[src/rtl/op_exec_unit.sv]
// Handshaked execution unit: logic ops, INC/ADD, shifts/rotates, SWAP, NOP, TRAP.
// Define OPEXEC_BARREL_SHIFT_EN to compute shifts/rotates in one cycle instead of one bit per cycle.
module op_exec_unit #(
  parameter int WIDTH   = 20,
  parameter int SHAMT_W = 5
) (
  input  logic             clk,
  input  logic             rst_n,
  input  logic             in_valid,
  output logic             in_ready,
  input  logic [4:0]       opcode,
  input  logic [WIDTH-1:0] a,
  input  logic [WIDTH-1:0] b,
  output logic             out_valid,
  input  logic             out_ready,
  output logic [WIDTH-1:0] w,
  output logic             wen,
  output logic             wsel,
  output logic             carry,
  output logic             illegal,
  output logic             halted
);

  localparam logic [4:0] OP_TRAP  = 5'd0;
  localparam logic [4:0] OP_NOP   = 5'd1;
  localparam logic [4:0] OP_NOT   = 5'd8;
  localparam logic [4:0] OP_AND   = 5'd9;
  localparam logic [4:0] OP_OR    = 5'd10;
  localparam logic [4:0] OP_XOR   = 5'd11;
  localparam logic [4:0] OP_SHFTR = 5'd12;
  localparam logic [4:0] OP_SHFTL = 5'd13;
  localparam logic [4:0] OP_ROTR  = 5'd14;
  localparam logic [4:0] OP_ROTL  = 5'd15;
  localparam logic [4:0] OP_SWAP  = 5'd16;
  localparam logic [4:0] OP_INC   = 5'd17;
  localparam logic [4:0] OP_ADD   = 5'd18;

  // Handshake: a transfer happens on a rising edge where valid and ready are both high;
  // a presented beat (out_valid) keeps every output stable until out_ready accepts it.
  typedef enum logic [2:0] {
    S_IDLE,
    S_OUT,
    S_OUT2,
    S_HALT
`ifndef OPEXEC_BARREL_SHIFT_EN
    , S_SHIFT
`endif
  } state_t;

  state_t state, state_next;

  logic [4:0]       op_q;
  logic [WIDTH-1:0] a_q;
  logic [WIDTH-1:0] w_q;
  logic             wen_q, wsel_q, carry_q, illegal_q;

  logic [WIDTH-1:0] issue_w;
  logic             issue_wen, issue_carry, issue_illegal;
  logic [WIDTH:0]   sum;
  logic [31:0]      n_amt, rot_amt, shf_steps;

`ifdef OPEXEC_BARREL_SHIFT_EN
  logic [2*WIDTH-1:0] dbl;
`else
  localparam int CNT_W = $clog2(WIDTH + 1);
  logic [CNT_W-1:0] cnt_q, issue_cnt;
  logic [WIDTH-1:0] step_w;
  logic             shift_op;
`endif

  assign in_ready  = (state == S_IDLE);
  assign out_valid = (state == S_OUT) || (state == S_OUT2);
  assign halted    = (state == S_HALT);
  assign w         = w_q;
  assign wen       = wen_q;
  assign wsel      = wsel_q;
  assign carry     = carry_q;
  assign illegal   = illegal_q;

  // Result decode for the op being issued; shifts either resolve here or seed the iterative path.
  always_comb begin
    n_amt         = 32'(b[SHAMT_W-1:0]);
    rot_amt       = n_amt % 32'(WIDTH);
    shf_steps     = (n_amt >= 32'(WIDTH)) ? 32'(WIDTH) : n_amt;
    sum           = '0;
    issue_w       = '0;
    issue_wen     = 1'b0;
    issue_carry   = 1'b0;
    issue_illegal = 1'b0;
`ifdef OPEXEC_BARREL_SHIFT_EN
    dbl           = '0;
`else
    issue_cnt     = '0;
`endif
    case (opcode)
      OP_TRAP, OP_NOP: ;
      OP_NOT: begin issue_w = ~a;    issue_wen = 1'b1; end
      OP_AND: begin issue_w = a & b; issue_wen = 1'b1; end
      OP_OR:  begin issue_w = a | b; issue_wen = 1'b1; end
      OP_XOR: begin issue_w = a ^ b; issue_wen = 1'b1; end
`ifdef OPEXEC_BARREL_SHIFT_EN
      OP_SHFTR: begin
        issue_wen = 1'b1;
        issue_w   = (n_amt >= 32'(WIDTH)) ? '0 : (a >> n_amt);
      end
      OP_SHFTL: begin
        issue_wen = 1'b1;
        issue_w   = (n_amt >= 32'(WIDTH)) ? '0 : (a << n_amt);
      end
      OP_ROTR: begin
        issue_wen = 1'b1;
        dbl       = {a, a} >> rot_amt;
        issue_w   = dbl[WIDTH-1:0];
      end
      OP_ROTL: begin
        issue_wen = 1'b1;
        dbl       = {a, a} << rot_amt;
        issue_w   = dbl[2*WIDTH-1:WIDTH];
      end
`else
      OP_SHFTR, OP_SHFTL: begin
        issue_wen = 1'b1;
        issue_w   = a;
        issue_cnt = CNT_W'(shf_steps);
      end
      OP_ROTR, OP_ROTL: begin
        issue_wen = 1'b1;
        issue_w   = a;
        issue_cnt = CNT_W'(rot_amt);
      end
`endif
      OP_SWAP: begin issue_w = b; issue_wen = 1'b1; end
      OP_INC: begin
        sum         = {1'b0, a} + (WIDTH+1)'(1);
        issue_w     = sum[WIDTH-1:0];
        issue_carry = sum[WIDTH];
        issue_wen   = 1'b1;
      end
      OP_ADD: begin
        sum         = {1'b0, a} + {1'b0, b};
        issue_w     = sum[WIDTH-1:0];
        issue_carry = sum[WIDTH];
        issue_wen   = 1'b1;
      end
      default: issue_illegal = 1'b1;
    endcase
  end

`ifndef OPEXEC_BARREL_SHIFT_EN
  assign shift_op = (opcode[4:2] == 3'b011);

  // op_q[1:0] distinguishes SHFTR/SHFTL/ROTR/ROTL within the 12..15 group.
  always_comb begin
    step_w = w_q;
    case (op_q[1:0])
      2'b00: step_w = w_q >> 1;
      2'b01: step_w = w_q << 1;
      2'b10: step_w = {w_q[0], w_q[WIDTH-1:1]};
      2'b11: step_w = {w_q[WIDTH-2:0], w_q[WIDTH-1]};
      default: step_w = w_q;
    endcase
  end
`endif

  always_ff @(posedge clk or negedge rst_n) begin
    if (!rst_n) state <= S_IDLE;
    else        state <= state_next;
  end

  always_comb begin
    state_next = state;
    case (state)
      S_IDLE: begin
        if (in_valid) begin
`ifdef OPEXEC_BARREL_SHIFT_EN
          state_next = S_OUT;
`else
          state_next = (shift_op && (issue_cnt != '0)) ? S_SHIFT : S_OUT;
`endif
        end
      end
`ifndef OPEXEC_BARREL_SHIFT_EN
      S_SHIFT: if (cnt_q == CNT_W'(1)) state_next = S_OUT;
`endif
      S_OUT: begin
        if (out_ready) begin
          if (op_q == OP_SWAP)      state_next = S_OUT2;
          else if (op_q == OP_TRAP) state_next = S_HALT;
          else                      state_next = S_IDLE;
        end
      end
      S_OUT2:  if (out_ready) state_next = S_IDLE;
      S_HALT:  state_next = S_HALT;
      default: state_next = S_IDLE;
    endcase
  end

  always_ff @(posedge clk or negedge rst_n) begin
    if (!rst_n) begin
      op_q      <= '0;
      a_q       <= '0;
      w_q       <= '0;
      wen_q     <= 1'b0;
      wsel_q    <= 1'b0;
      carry_q   <= 1'b0;
      illegal_q <= 1'b0;
`ifndef OPEXEC_BARREL_SHIFT_EN
      cnt_q     <= '0;
`endif
    end else begin
      case (state)
        S_IDLE: begin
          if (in_valid) begin
            op_q      <= opcode;
            a_q       <= a;
            w_q       <= issue_w;
            wen_q     <= issue_wen;
            wsel_q    <= 1'b0;
            carry_q   <= issue_carry;
            illegal_q <= issue_illegal;
`ifndef OPEXEC_BARREL_SHIFT_EN
            cnt_q     <= issue_cnt;
`endif
          end
        end
`ifndef OPEXEC_BARREL_SHIFT_EN
        S_SHIFT: begin
          w_q   <= step_w;
          cnt_q <= cnt_q - CNT_W'(1);
        end
`endif
        S_OUT: begin
          // SWAP's second beat writes A's value into B's register.
          if (out_ready && (op_q == OP_SWAP)) begin
            w_q    <= a_q;
            wsel_q <= 1'b1;
          end
        end
        default: ;
      endcase
    end
  end

endmodule
[config.mk]
export PLATFORM = sky130hd
export DESIGN_NAME = op_exec_unit
export DESIGN_NICKNAME = d
export VERILOG_FILES = /design/src/rtl/op_exec_unit.sv
export SDC_FILE = /design/constraint.sdc
export NUM_CORES = 1
export LEC_CHECK = 0
export ABC_AREA = 1
export ABC_CLOCK_PERIOD_IN_PS = 2000
export BUFFER_PORTS_ARGS = -buffer_cell sky130_fd_sc_hd__clkbuf_2
export CORE_ASPECT_RATIO = 0.7
export CORE_MARGIN = 3
export CORE_UTILIZATION = 50
export CTS_CLUSTER_SIZE = 20
export DETAILED_ROUTE_END_ITERATION = 12
export PLACE_DENSITY = 0.71
export SLEW_MARGIN = 10
export SYNTH_ARGS = -nofsm -noshare
export SYNTH_HDL_FRONTEND = slang
export SYNTH_SLANG_ARGS = --single-unit
[constraint.sdc]
create_clock -name clk -period 2 [get_ports clk]
set_input_delay 0.4 -clock clk [delete_from_list [all_inputs] [get_ports clk]]
set_output_delay 0.4 -clock clk [all_outputs]
set_load 0.02 [all_outputs]
==> reports/qor.tcl <==
set qor(synth-adder-area-share_pct) 8.936
set qor(grt.met3_usage_pct) 8.772
set qor(synth_cell_type_count) 48
set qor(overflow) 0
set qor(hold_ws_ps) 50.07
set qor(max_slew_margin_vs_limit_pct) 68.76
set qor(gp_congestion) 1.034
set qor(ys_seq_area_share_pct) 22.34
set qor(route.final.wire_length_mm) 24.95
set qor(synth_enable_flop_cells) 0
set qor(critical_path_end_type) {register}
set qor(fin_crit_sh_pct) 98.46
set qor(detail_route.drc_violations) 0
set qor(result_of_the_run) {finished, final reports clean}
set qor(final.setup.tns_ps) 0
set qor(grt_start_max_net_pins) 58
set qor(synth_area_in_compound_gates_pct) 19.44
set qor(tightestPinTransition_ps) 464.7
set qor(h_tree_depth) 3
set qor(number_of_nets_in_the_synthesized_netlist) 1147
set qor(finalPower_mw) 8.108
set qor(detail_route.wl_per_cell_microns) 17.23
set qor(peakVddDrop_uv) 790.4
set qor(worstPathArrival_ps) 2230
set qor(tritoncts_buffers) 9
set qor(asyncSetResetFlopFracSynth_pct) 100.0
set qor(use_met1_pct) 53.35
set qor(layout.core_utilization_pct) 70.83
set qor(groute.usage.overall_pct) 35.19
set qor(detailed_place_hpwl_mm) 20.24
set qor(clockRootBuffer) {clkbuf_16}
set qor(cap_violations) 0
set qor(worstHoldPathType) {in2async}
set qor(post_drt_via_cell_ratio) 5.557
set qor(cts.reportedPaths.clkPinSlew_ps) 50
set qor(drtAntennaViolNets) 0
set qor(antenna_violations_before_repair) 0
set qor(detail_route.iter0.violations) 984
set qor(die_y_microns) 100.5
set qor(ys_warn_count) 0
set qor(cts_max_path_buffers) 2
set qor(number_of_setup_violations_in_the_final_report) 0
set qor(fmaxAchievable_ghz) 0.5078
set qor(vias) 8047
set qor(timing.final.hold_violations) 0
set qor(crit_path_time_final_ps) 1969
set qor(grt_met2_usage_pct) 48.66
set qor(static-leakage-power_nw) 4.684
set qor(worstSetupPathType) {in2reg}
set qor(placement.io_buffers) 75
set qor(share_of_the_synthesized_netlist_area_taken_by_xor_and_xnor_gates_pct) 0.8230
set qor(io_pins) 76
set qor(layout-drive-gt1-share_pct) 23.63
set qor(synth_top_family_by_area) {simple AND/OR/NAND/NOR gates}
set qor(p_per_area_nw_per_um2) 946.1
set qor(grt_first_pass_wirelength_mm) 39.12
set qor(syn2layout_area_growth_pct) 34.22
set qor(synth-main-ff-cell) {dfrtp_1}
set qor(detailedRoute.firstPassIterationCount) 7
set qor(worst_skew_pair.late_latency_ps) 330
set qor(syn-mean-instance-area_sq_um) 6.064
set qor(worst-endpoint-required_ps) 2260
set qor(synth_simple_gate_area_share_pct) 36.68
set qor(cell_count_after_synthesis) 1053
set qor(antenna_cells) 0
set qor(core_region_area_sq_um) 12100
set qor(final_nets) 1380
set qor(netlist_area_sq_um) 6385
set qor(number_of_placed_instances_with_taps_included) 1432
set qor(timing.reg2reg.setup_slack_ps) 180
set qor(number_of_sinks_driven_by_the_clock_tree) 57
set qor(instances_no_fill) 1448
set qor(first_global_vias) 7313
set qor(die_w_microns) 141.1
set qor(die_outline_area_sq_um) 14180
set qor(report.final.slew_viol_count) 0
set qor(rsz_0062_raised_after_global_routing) {yes}
set qor(synth_mux_area_share_pct) 0
set qor(grt_most_used_layer) {met1}
set qor(critPathLaunchType) {primary input}
set qor(row_count) 33
set qor(clock-skew-final_ps) 5.855
set qor(crit_path_max_fanout) 4
set qor(postSynthRegisterBits) 57
set qor(initial_core_util_pct) 52.78
set qor(tritoncts) {built}
cells in the final DEF (no fill, tap or decap), drive strengths merged:
cell type	n
o211ai	6
fa	1
a21o	2
nor2	107
or2	4
nand3	69
o211a	2
buf	178
o31ai	5
nand2	347
nor3b	1
o2bb2ai	1
o21ai	68
clkinv	4
o22ai	14
a211oi	11
a221oi	2
nor4	1
xnor2	1
a31oi	3
o221ai	4
bufinv	1
a32o	10
xor2	5
nand3b	7
a21boi	17
clkbuf	86
a22oi	10
nor3	13
ha	44
dfrtp	57
o21bai	1
clkinvlp	2
nand4	12
a21oi	42
inv	153
path summary, 6_finish.rpt:
| path | startpoint | endpoint | cells after the start |
|---|---|---|---|
| setup / recovery | a[0] | w[16] | 14 |
| hold / removal | rst_n | a_q[10] | 2 |
| setup reg to reg | state[1] | carry | 8 |
| hold reg to reg | op_q[3] | op_q[3] | 2 |
| max in group asynchronous | rst_n | wen | 2 |
| min in group clk | out_ready | state[0] | 4 |
routing by layer:
layer,vias to the layer above,wire [microns]
met5,-,0
met4,0,740
met3,62,3149
met2,468,9797
met1,3611,11260
li1,3906,-
flip-flops by register name (all words and copies together), names as in the netlist:
register and count:
wen 1, op_q 5, carry 1, cnt_q 5, w 20, illegal 1
a_q 20, state 3, wsel 1
logic make-up (layout without fill, tap and decap cells):
group           Yosys count  count (layout)
simple gates            561             561
compound gates          198             198
buf+inv                 186             424
flops                    57              57
fa+ha+maj                45              45
xor+xnor                  6               6
synth_stat cells (all sizes together) (6+ instances only):
cell    number  area share (%)
a211oi      11             1.4
nand4       12             1.2
ha          44             8.6
dfrtp       57              22
a21boi      17             2.0
a32o        10             1.6
nand2      347              21
nand3       69             5.5
a21oi       42             3.4
nand3b       7            0.88
buf         21             2.1
inv        153             9.0
clkbuf      10            0.59
a22oi       10             1.2
o22ai       14             1.4
o21ai       68             5.4
o211ai       6            0.71
nor3        13             1.0
nor2       107             7.0
where the power goes:
group | switching (mW) | internal [mW]
Clock | 0.543 | 0.992
Sequential | 0.403 | 1.74
Combinational | 2.75 | 1.68
final cells by class:
type                    count  area [sq um]
inverters                 155         581.8
fillers                  1117          3528
repair buffers            253          1824
multi-input cells         810          4243
clock buffers              11         242.7
flip-flops and latches     57          1426
clock inverters             5         55.05
well taps                 157         196.4
repair_timing:
action | 4_1_cts | 5_1_grt
hold buffers | 0 | 0
endpoints found under the setup margin | 0 | 8
setup buffers | 0 | 0
gates resized for setup | 0 | 11
stage by stage:
stage	area, sq um	setup slack, ps
floorplan	6387	27.79
global placement	8238	-278.2
detailed placement	8238	-249.0
CTS	8536	89.87
global route	8569	-31.66
finish	8569	30.71
worst max-delay path, cell delays in order:
cell	delay (ps)
clkbuf_2	90
ha_1	260
fa_2	370
nand3_1	100
nand3_1	140
nand2_1	110
nand2_1	110
nand2_1	160
nand2_1	70
nand2_1	60
nand3_1	60
nand2_1	100
nand2_1	70
a21boi_1	130
No activity file was read; power rests on OpenSTA's default activity.
